[src/rtl/rvv_pkg.sv]
// Shared definitions for the vector write-back collector: FSM state
// encoding, element-width and operand-type codes, latched instruction
// context, and a helper that clamps the element-width code.
package rvv_pkg;

  // FSM state encoding
  localparam logic [1:0] ST_IDLE    = 2'd0;
  localparam logic [1:0] ST_COLLECT = 2'd1;
  localparam logic [1:0] ST_WRITE   = 2'd2;
  localparam logic [1:0] ST_DONE    = 2'd3;

  // Element width codes (element width = 8 << vsew bits)
  localparam logic [2:0] VSEW_8  = 3'd0;
  localparam logic [2:0] VSEW_16 = 3'd1;
  localparam logic [2:0] VSEW_32 = 3'd2;
  localparam logic [2:0] VSEW_64 = 3'd3;

  // Operand type codes
  localparam logic [2:0] OP_VV = 3'b001;
  localparam logic [2:0] OP_VX = 3'b010;
  localparam logic [2:0] OP_VI = 3'b100;

  // Instruction fields captured when a start is accepted
  typedef struct packed {
    logic [4:0] vd;
    logic [9:0] vl;
    logic [2:0] vsew;
    logic       mask;
  } wb_ctx_t;

  // Codes above 64-bit elements are treated as 64-bit elements
  function automatic logic [1:0] sew_clamp(input logic [2:0] code);
    return (code > VSEW_64) ? 2'd3 : code[1:0];
  endfunction

endpackage

[src/rtl/rvv_be_gen.sv]
// Byte-enable generator: turns the element count, element width and the
// mask-op flag into per-byte write enables for the destination register.
// Bytes beyond the active region stay disabled (tail-undisturbed).
module rvv_be_gen
  import rvv_pkg::*;
#(
  parameter int VLEN = 128
) (
  input  logic [9:0]          vl,
  input  logic [2:0]          vsew,
  input  logic                instr_mask,
  output logic [VLEN/8-1:0]   be
);

  logic [15:0] active_raw;
  logic [15:0] active;
  logic [2:0]  shamt;

  // Active bit count clamped to the register width, then thermometer-coded into bytes
  always_comb begin
    // NOTE: every output of this block gets a default first so no path leaves it unassigned (no latch).
    shamt      = {1'b0, sew_clamp(vsew)} + 3'd3;
    active_raw = '0;
    active     = '0;
    be         = '0;
    if (instr_mask) active_raw = 16'(vl);
    else            active_raw = 16'(vl) << shamt;
    active = (active_raw > 16'(VLEN)) ? 16'(VLEN) : active_raw;
    for (int i = 0; i < VLEN/8; i++) begin
      be[i] = (16'(8*i) < active);
    end
  end

endmodule

[src/rtl/rvv_wb_collect.sv]
// Vector write-back collector: gathers ALU lane chunks (or single mask
// bits) into a VLEN-wide buffer, then issues one register-file write with
// byte enables covering only the active elements.
module rvv_wb_collect
  import rvv_pkg::*;
#(
  parameter int VLEN       = 128,
  parameter int LANE_WIDTH = 3
) (
  input  logic                clk,
  input  logic                reset,
  input  logic                start,
  input  logic [4:0]          vd_addr,
  input  logic [9:0]          vl,
  input  logic [2:0]          vsew,
  input  logic                instr_mask,
  input  logic                in_valid,
  output logic                in_ready,
  input  logic [63:0]         in_data,
  input  logic [9:0]          in_index,
  input  logic                in_last,
  output logic                wb_valid,
  input  logic                wb_ready,
  output logic [4:0]          wb_addr,
  output logic [VLEN-1:0]     wb_data,
  output logic [VLEN/8-1:0]   wb_be,
  output logic                busy,
  output logic                done,
  output logic                err
);

  localparam int CW = 1 << LANE_WIDTH;

  logic [1:0]      state_q, state_d;
  wb_ctx_t         ctx_q;
  logic [VLEN-1:0] buf_q;
  logic            err_q;

  logic            start_acc;
  logic            chunk_acc;
  logic            out_of_range;
  logic [VLEN-1:0] field_mask;
  logic [VLEN-1:0] field_data;
  logic            unused_in_data;

  assign start_acc = start && (state_q == ST_IDLE);
  assign chunk_acc = in_valid && in_ready;

  // Upper lane bits are legitimately ignored for narrow lanes and mask ops
  assign unused_in_data = ^in_data;

  // A chunk must fit entirely inside the register; otherwise it is dropped
  assign out_of_range = ctx_q.mask ? ({1'b0, in_index} >= 11'(VLEN))
                                   : (({1'b0, in_index} + 11'(CW)) > 11'(VLEN));

  // Position the incoming chunk (or mask bit) inside the register image
  always_comb begin
    field_mask = '0;
    field_data = '0;
    if (ctx_q.mask) begin
      field_mask = VLEN'(1'b1) << in_index;
      field_data = VLEN'(in_data[0]) << in_index;
    end else begin
      field_mask = VLEN'({CW{1'b1}}) << in_index;
      field_data = VLEN'(in_data[CW-1:0]) << in_index;
    end
  end

  // Next-state logic for the collect/write handshake
  always_comb begin
    state_d = state_q;
    case (state_q)
      ST_IDLE:    if (start) state_d = (vl != 10'd0) ? ST_COLLECT : ST_DONE;
      ST_COLLECT: if (chunk_acc && in_last) state_d = ST_WRITE;
      ST_WRITE:   if (wb_ready) state_d = ST_DONE;
      default:    state_d = ST_IDLE;
    endcase
  end

  // State, latched instruction context, result buffer and sticky error
  always_ff @(posedge clk or posedge reset) begin
    // NOTE: the buffer drives wb_data directly and must read 0 out of reset, so it is reset like any other register.
    if (reset) begin
      state_q <= ST_IDLE;
      ctx_q   <= '0;
      buf_q   <= '0;
      err_q   <= 1'b0;
    end else begin
      // NOTE: sequential state uses non-blocking assignments so every register samples pre-edge values.
      state_q <= state_d;
      if (start_acc) begin
        ctx_q <= '{vd: vd_addr, vl: vl, vsew: vsew, mask: instr_mask};
        buf_q <= '0;
        err_q <= 1'b0;
      end else if (chunk_acc) begin
        if (out_of_range) err_q <= 1'b1;
        else              buf_q <= (buf_q & ~field_mask) | field_data;
      end
    end
  end

  rvv_be_gen #(.VLEN(VLEN)) u_be_gen (
    .vl         (ctx_q.vl),
    .vsew       (ctx_q.vsew),
    .instr_mask (ctx_q.mask),
    .be         (wb_be)
  );

  assign in_ready = (state_q == ST_COLLECT);
  assign wb_valid = (state_q == ST_WRITE);
  assign busy     = (state_q != ST_IDLE);
  assign done     = (state_q == ST_DONE);
  assign wb_addr  = ctx_q.vd;
  assign wb_data  = buf_q;
  assign err      = err_q;

endmodule
[config.mk]
export PLATFORM = sky130hd
export DESIGN_NAME = rvv_wb_collect
export DESIGN_NICKNAME = d
export VERILOG_FILES = /design/src/rtl/rvv_pkg.sv /design/src/rtl/rvv_be_gen.sv /design/src/rtl/rvv_wb_collect.sv
export SDC_FILE = /design/constraint.sdc
export NUM_CORES = 1
export LEC_CHECK = 0
export CORE_ASPECT_RATIO = 1.75
export CORE_MARGIN = 1
export CORE_UTILIZATION = 43
export CTS_CLUSTER_SIZE = 16
export DETAILED_ROUTE_END_ITERATION = 6
export PLACE_DENSITY = 0.81
export SLEW_MARGIN = 10
export SYNTH_ARGS = -nofsm -noshare
export SYNTH_HDL_FRONTEND = slang
export SYNTH_SLANG_ARGS = --single-unit
[constraint.sdc]
create_clock -name clk -period 5.2 [get_ports clk]
set_input_delay 1.04 -clock clk [delete_from_list [all_inputs] [get_ports clk]]
set_output_delay 1.04 -clock clk [all_outputs]
set_load 0.05 [all_outputs]
======== Word level (Yosys, flattened, before mapping) ========
Index checks and enable logic that the tools add are counted.
word-level totals
  word-level logic and storage cells ...... 72
  register bits after elaboration ......... 150
  input bits .............................. 99
  output and inout port bits .............. 154
operators by class
  muxes and demuxes ....................... 17
  magnitude comparators ................... 20
  bitwise operators ....................... 3
  shifts and indexed selects .............. 5
  add/sub/neg operators ................... 2
  equal/unequal tests ..................... 7
  reduce and logical (&&, ||, !) cells .... 11
operator list
  kind                      number
  $mux W128                 5
  $and A128 B128 Y128       1
  $lt A7 B16 Y1 const A     8
  $not A128 Y128            1
  $or A128 B128 Y128        1
  $shl A1 B10 Y128          1
  $shl A1 B10 Y128 const A  1
  $shl A8 B10 Y128          1
  $shl A8 B10 Y128 const A  1
  $lt A6 B16 Y1 const A     4
  $lt A5 B16 Y1 const A     2
  $mux W16                  2
  $gt A16 B8 Y1 const B     1
  $lt A1 B16 Y1 const A     1
  $lt A4 B16 Y1 const A     1
  $shl A10 B3 Y16           1
  $add A10 B4 Y11 const B   1
  $gt A11 B8 Y1 const B     1
  $ge A10 B8 Y1 const B     1
  $mux W2                   5
  $reduce_bool A10 Y1       1
  $pmux W2 S3               1
  $reduce_bool A2 Y1        3
  $eq A2 B2 Y1 const B      2
  other kinds (10)          18

======== Longest topological paths before layout ========
  depth in word-level cells ............... 8
  mapped depth ............................ 12
  depth with buffers taken out ............ 9

======== Modules after synthesis ========
A second synthesis with hierarchy kept.
unflattened totals
  cells, all modules ...................... 901
  area, all modules ....................... 8281.7 µm²
modules (own cells, without submodules)
  module          seq. area each (µm²)  instances  area an instance (µm²)  cells each
  rvv_wb_collect  3753.6                1          7691.1                  814
  rvv_be_gen      0.0                   1          590.6                   87

======== Worst setup path after synthesis ========
OpenSTA, ideal clock, no wires.
  kind .................................... register to output
  from .................................... register ctx_q[1] in the netlist's numbering
  to ...................................... output port wb_be[0]
  data required time ...................... 4.160 ns
  path slack .............................. 1.304 ns
  data arrival time ....................... 2.856 ns
  path buffers ............................ 3
  cell stages (with the launch flop) ...... 12
  cell sequence ........................... dfrtp_1 > or2_4 > inv_2 > ha_1 > clkbuf_1 > buf_6 > buf_2 > nor3_1 > a31oi_1 > o21ai_0 > nand3b_4 > or4_1
between the ends
  word-level cells in the longest chain between the ends .. 8
ends and longest elaborated chain
  element                 RTL line              text
  start, declared         rvv_wb_collect.sv:35  wb_ctx_t ctx_q;
  start signal, assigned  rvv_wb_collect.sv:92  ctx_q <= '{vd: vd_addr, vl: vl, vsew: vsew, mask: instr_mask};
  $gt A3 B2 Y1            rvv_pkg.sv:33         return (code > VSEW_64) ? 2'd3 : code[1:0];
  $mux W2 *               rvv_pkg.sv:33
  $add A2 B2 Y3 *         rvv_be_gen.sv:22      shamt = {1'b0, sew_clamp(vsew)} + 3'd3;
  $shl A10 B3 Y16 *       rvv_be_gen.sv:27      else active_raw = 16'(vl) << shamt;
  $mux W16 *              rvv_be_gen.sv:26      if (instr_mask) active_raw = 16'(vl);
  $gt A16 B8 Y1           rvv_be_gen.sv:28      active = (active_raw > 16'(VLEN)) ? 16'(VLEN) : active_raw;
  $mux W16 *              rvv_be_gen.sv:28
  $lt A1 B16 Y1 *         rvv_be_gen.sv:30      be[i] = (16'(8*i) < active);
  end, declared           rvv_wb_collect.sv:26  output logic [VLEN/8-1:0] wb_be,
Mark *: on every way between the ends. The rest lies on a longest branch, timed or not.

======== Worst setup path after layout ========
  from .................................... register ctx_q[3] in the netlist's numbering
  to ...................................... output port wb_be[0]
between the ends
  word-level cells in the longest chain between the ends .. 8
ends and longest elaborated chain
  element            RTL line
  $gt A3 B2 Y1 *     rvv_pkg.sv:33
  $mux W2 *          rvv_pkg.sv:33
  $add A2 B2 Y3 *    rvv_be_gen.sv:22
  $shl A10 B3 Y16 *  rvv_be_gen.sv:27
  $mux W16 *         rvv_be_gen.sv:26
  $gt A16 B8 Y1      rvv_be_gen.sv:28
  $mux W16 *         rvv_be_gen.sv:28
  $lt A1 B16 Y1 *    rvv_be_gen.sv:30
Marked as above.

==> flow_summary.json <==
{
  "grt_pass1_vias": 8643,
  "fin_util_pct": 58.98,
  "status": "finished with violations",
  "track_usage_pct": 33.79,
  "synth_area_per_cell_um2": 8.782,
  "syn-instance-count": 937,
  "p_switching_mw": 2.156,
  "ant_nets": 0,
  "clockBufferDepth": 2,
  "crit_type": "flop to primary output",
  "grt_max_degree": 80,
  "antenna_found_initial": 0,
  "synth_simple_gate_area_share_pct": 17.68,
  "end_kind": "primary output",
  "worst_slack_ns": 0.1613,
  "holdBufCountCts": 0,
  "path_max_fanout": 16,
  "slew_violations": 0,
  "die_area_um2": 19720,
  "cp_num_buf_inv": 3,
  "cts_setup_buffers": 0,
  "p_total_mw": 4.783,
  "totalWireLength_mm": 33.20,
  "path_delay_family": "simple AND/OR/NAND/NOR gates",
  "hold_violations": 0,
  "ys_ff_latch": 150,
  "cts.reportedPaths.clkPinSlew_ns": 0.07,
  "layout_commonest_cell": "clkdlybuf4s50_1",
  "worstHoldStart": "wb_addr[2]",
  "synth-xor-area-share_pct": 0,
  "cts_buffers": 17,
  "synth_flop_cell": "dfrtp_1",
  "vias": 8910,
  "setup_tns_ns": 0,
  "clkPwrFrac_pct": 26.7,
  "gr-total-overflow": 0,
  "fp.dieH_um": 185.0,
  "crit_required_ns": 4.16,
  "clockRootBuffer": "clkbuf_16",
  "yosys.area.top_type": "dfrtp_1",
  "synth_area_leaders": "dfrtp_1 46%, o21ai_0 7.8%, o22ai_1 6.8%, nand2_1 6.1%, nor2_1 3.1%",
  "hp-class": "flop to flop",
  "leakage_nw": 4.361,
  "switching_share_pct": 45.07,
  "die_x_um": 106.6,
  "rows": 66,
  "min_to": "wb_addr[2]",
  "final-setup-viol-count": 0,
  "final_cell_mix": "195 x clkdlybuf4s50_1, 150 x dfrtp_1, 132 x nand2_1, 127 x o21ai_0, 90 x o22ai_1",
  "min_path_cells": 2,
  "clk_latency_ns": 0.44,
  "ys_seq_area_share_pct": 45.61,
  "vdd_drop_max_mv": 0.5159,
  "route.detailed.drc": 2,
  "synth_top_area_share_pct": 45.61,
  "start_kind": "flop",
  "min_period_ns": 5.039,
  "pwr-share-comb_pct": 44.8,
  "clock.fmax_mhz": 198.5,
  "drive_above_1_share_pct": 8.036,
  "syn-cell-area_um2": 8229,
  "cts.sinks": 150,
  "post-place-ws_ns": 0.5475,
  "design_area_um2": 11010,
  "slowest_stage": "clkdlybuf4s50_1",
  "r2r_cells": 6,
  "p_int_mw": 2.627,
  "synth_top_family_by_area": "compound AO/OA/AOI/OAI gates",
  "skew_ns": 0.02102,
  "place_congestion": 1.058,
  "drt_iter0_drc": 1070,
  "muxShareOfSynthArea_pct": 3.543,
  "wl_per_cell_um": 24.45,
  "yosysWarnings": 0,
  "synth_nets": 1041,
  "areaGrowthSynthToFinish_pct": 33.77,
  "io_pins": 253,
  "power_density_nw_per_um2": 434.5,
  "critPathArrivalTime_ns": 4.00,
  "cts_htree_levels": 4,
  "place.detailed.hpwl_mm": 23.54,
  "synth_fa_ha_area_share_pct": 0.7602,
  "synth_compound_area_share_pct": 27.95,
  "pwr-share-seq_pct": 28.5,
  "maxCapViolCount": 0,
  "n_antenna_cell": 0,
  "crit_path_max_incr_delay_ns": 0.71,
  "vias_per_cell": 6.561,
  "cts_tree": "yes",
  "rrSetupSlack_ns": 2.26,
  "period_share_pct": 96.90,
  "synth_edf_count": 0,
  "worstMarginPinSlew_ns": 1.099,
  "synthArstFlopShare_pct": 100.0,
  "finalNetCount": 1211,
  "r2r-end": "wb_data[118]",
  "ys_types": 71,
  "r2r-start": "ctx_q[0]",
  "relSlewSlack_pct": 26.26,
  "grt_pass1_wl_mm": 49.79,
  "start_util_pct": 44.09,
  "portBuffers": 196,
  "rsz0062_at_grt": "no",
  "crit_path_cell_trace": "or2_4, inv_2, ha_2, buf_4, nor3_1, a31oi_1, o21ai_0, nand3b_4, or4_1, clkdlybuf4s50_1",
  "placed_cell_area_um2": 10390,
  "violations": "DRC",
  "first_pass_iters": 7,
  "fp.coreArea_um2": 18660
}
flip-flops by register name, indices dropped and copies added (netlist names):
name     count
ctx_q       14
wb_addr      5
wb_data    128
err          1
state_q      2
synthesized netlist by cell type (5+ instances only):
library cell,n
dfrtp_1,150
nand2_1,133
o21ai_0,128
o22ai_1,90
nor2_1,68
clkbuf_1,44
nand3_1,29
a21oi_1,28
o211ai_1,25
a32oi_1,17
nor3_1,17
mux2i_1,15
buf_2,11
nand2b_1,11
a31oi_1,10
inv_1,9
a21o_1,8
a22oi_1,8
buf_1,8
nor4_1,7
a211o_1,6
and2_1,6
and3_1,6
buf_4,6
or3_1,6
ha_1,5
nand4_1,5
or2_2,5
or4_1,5
routing by layer:
| layer | global-route usage (%) | up-vias | part of all wire [%] | routed length, µm |
|---|---|---|---|---|
| met2 | 56.62 | 624 | 50 | 16480 |
| met5 | 0 | - | 0 | 0 |
| li1 | - | 3857 | - | - |
| met4 | 25.04 | 0 | 7.6 | 2522 |
| met1 | 38.00 | 4251 | 34 | 11360 |
| met3 | 6.298 | 178 | 8.5 | 2836 |
cell families after synthesis:
group,Yosys count
compound gates,362
simple gates,313
flops,150
buf+inv,84
mux,23
fa+ha+maj,5
worst max path at each step:
stage / start / endpoint / cells past startpoint
floorplan: reset / ctx_q[0] / 1
global placement: ctx_q[3] / wb_be[0] / 9
detailed placement: ctx_q[3] / wb_be[2] / 10
CTS: ctx_q[3] / wb_be[2] / 10
global route: ctx_q[3] / wb_be[0] / 10
finish: ctx_q[3] / wb_be[0] / 10
worst reg2reg max path, stage by stage (launching register included):
cell and delay [ns]:
dfrtp_1 0.51, buf_4 0.29, o31ai_1 0.61, nand2_1 0.29, o22ai_1 0.58, a32oi_1 0.29, o22ai_1 0.29
power groups by stage:
stage               sequential, mW  clock, mW  combinational [mW]
floorplan                     1.35          0                1.56
global placement              1.38          0                2.09
detailed placement            1.38          0                2.11
CTS                           1.36       1.28                2.12
global route                  1.38       1.32                2.30
finish                        1.36       1.28                2.14
what timing repair did:
item	4_1_cts	5_1_grt
endpoints found under the setup margin	0	12
endpoints found under the hold margin	0	0
gates resized for setup	0	3
per-stage QoR:
step	hold slack (ns)	std cells
final	0.4808	1358
after detailed placement	0.4699	1326
after global routing	0.5120	1358
after floorplan	0.4393	937
after global placement	0.4612	1326
after CTS	0.4884	1358
layout make-up:
type,count,area (µm²)
clock buffer,17,425.4
timing repair buffer,222,2172
tap,238,297.8
inverter,13,53.80
sequential,150,3754
fill,1639,7655
clock inverter,15,188.9
multi-input combinational,703,4116
Note: power is estimated with default switching activity, not from simulation.
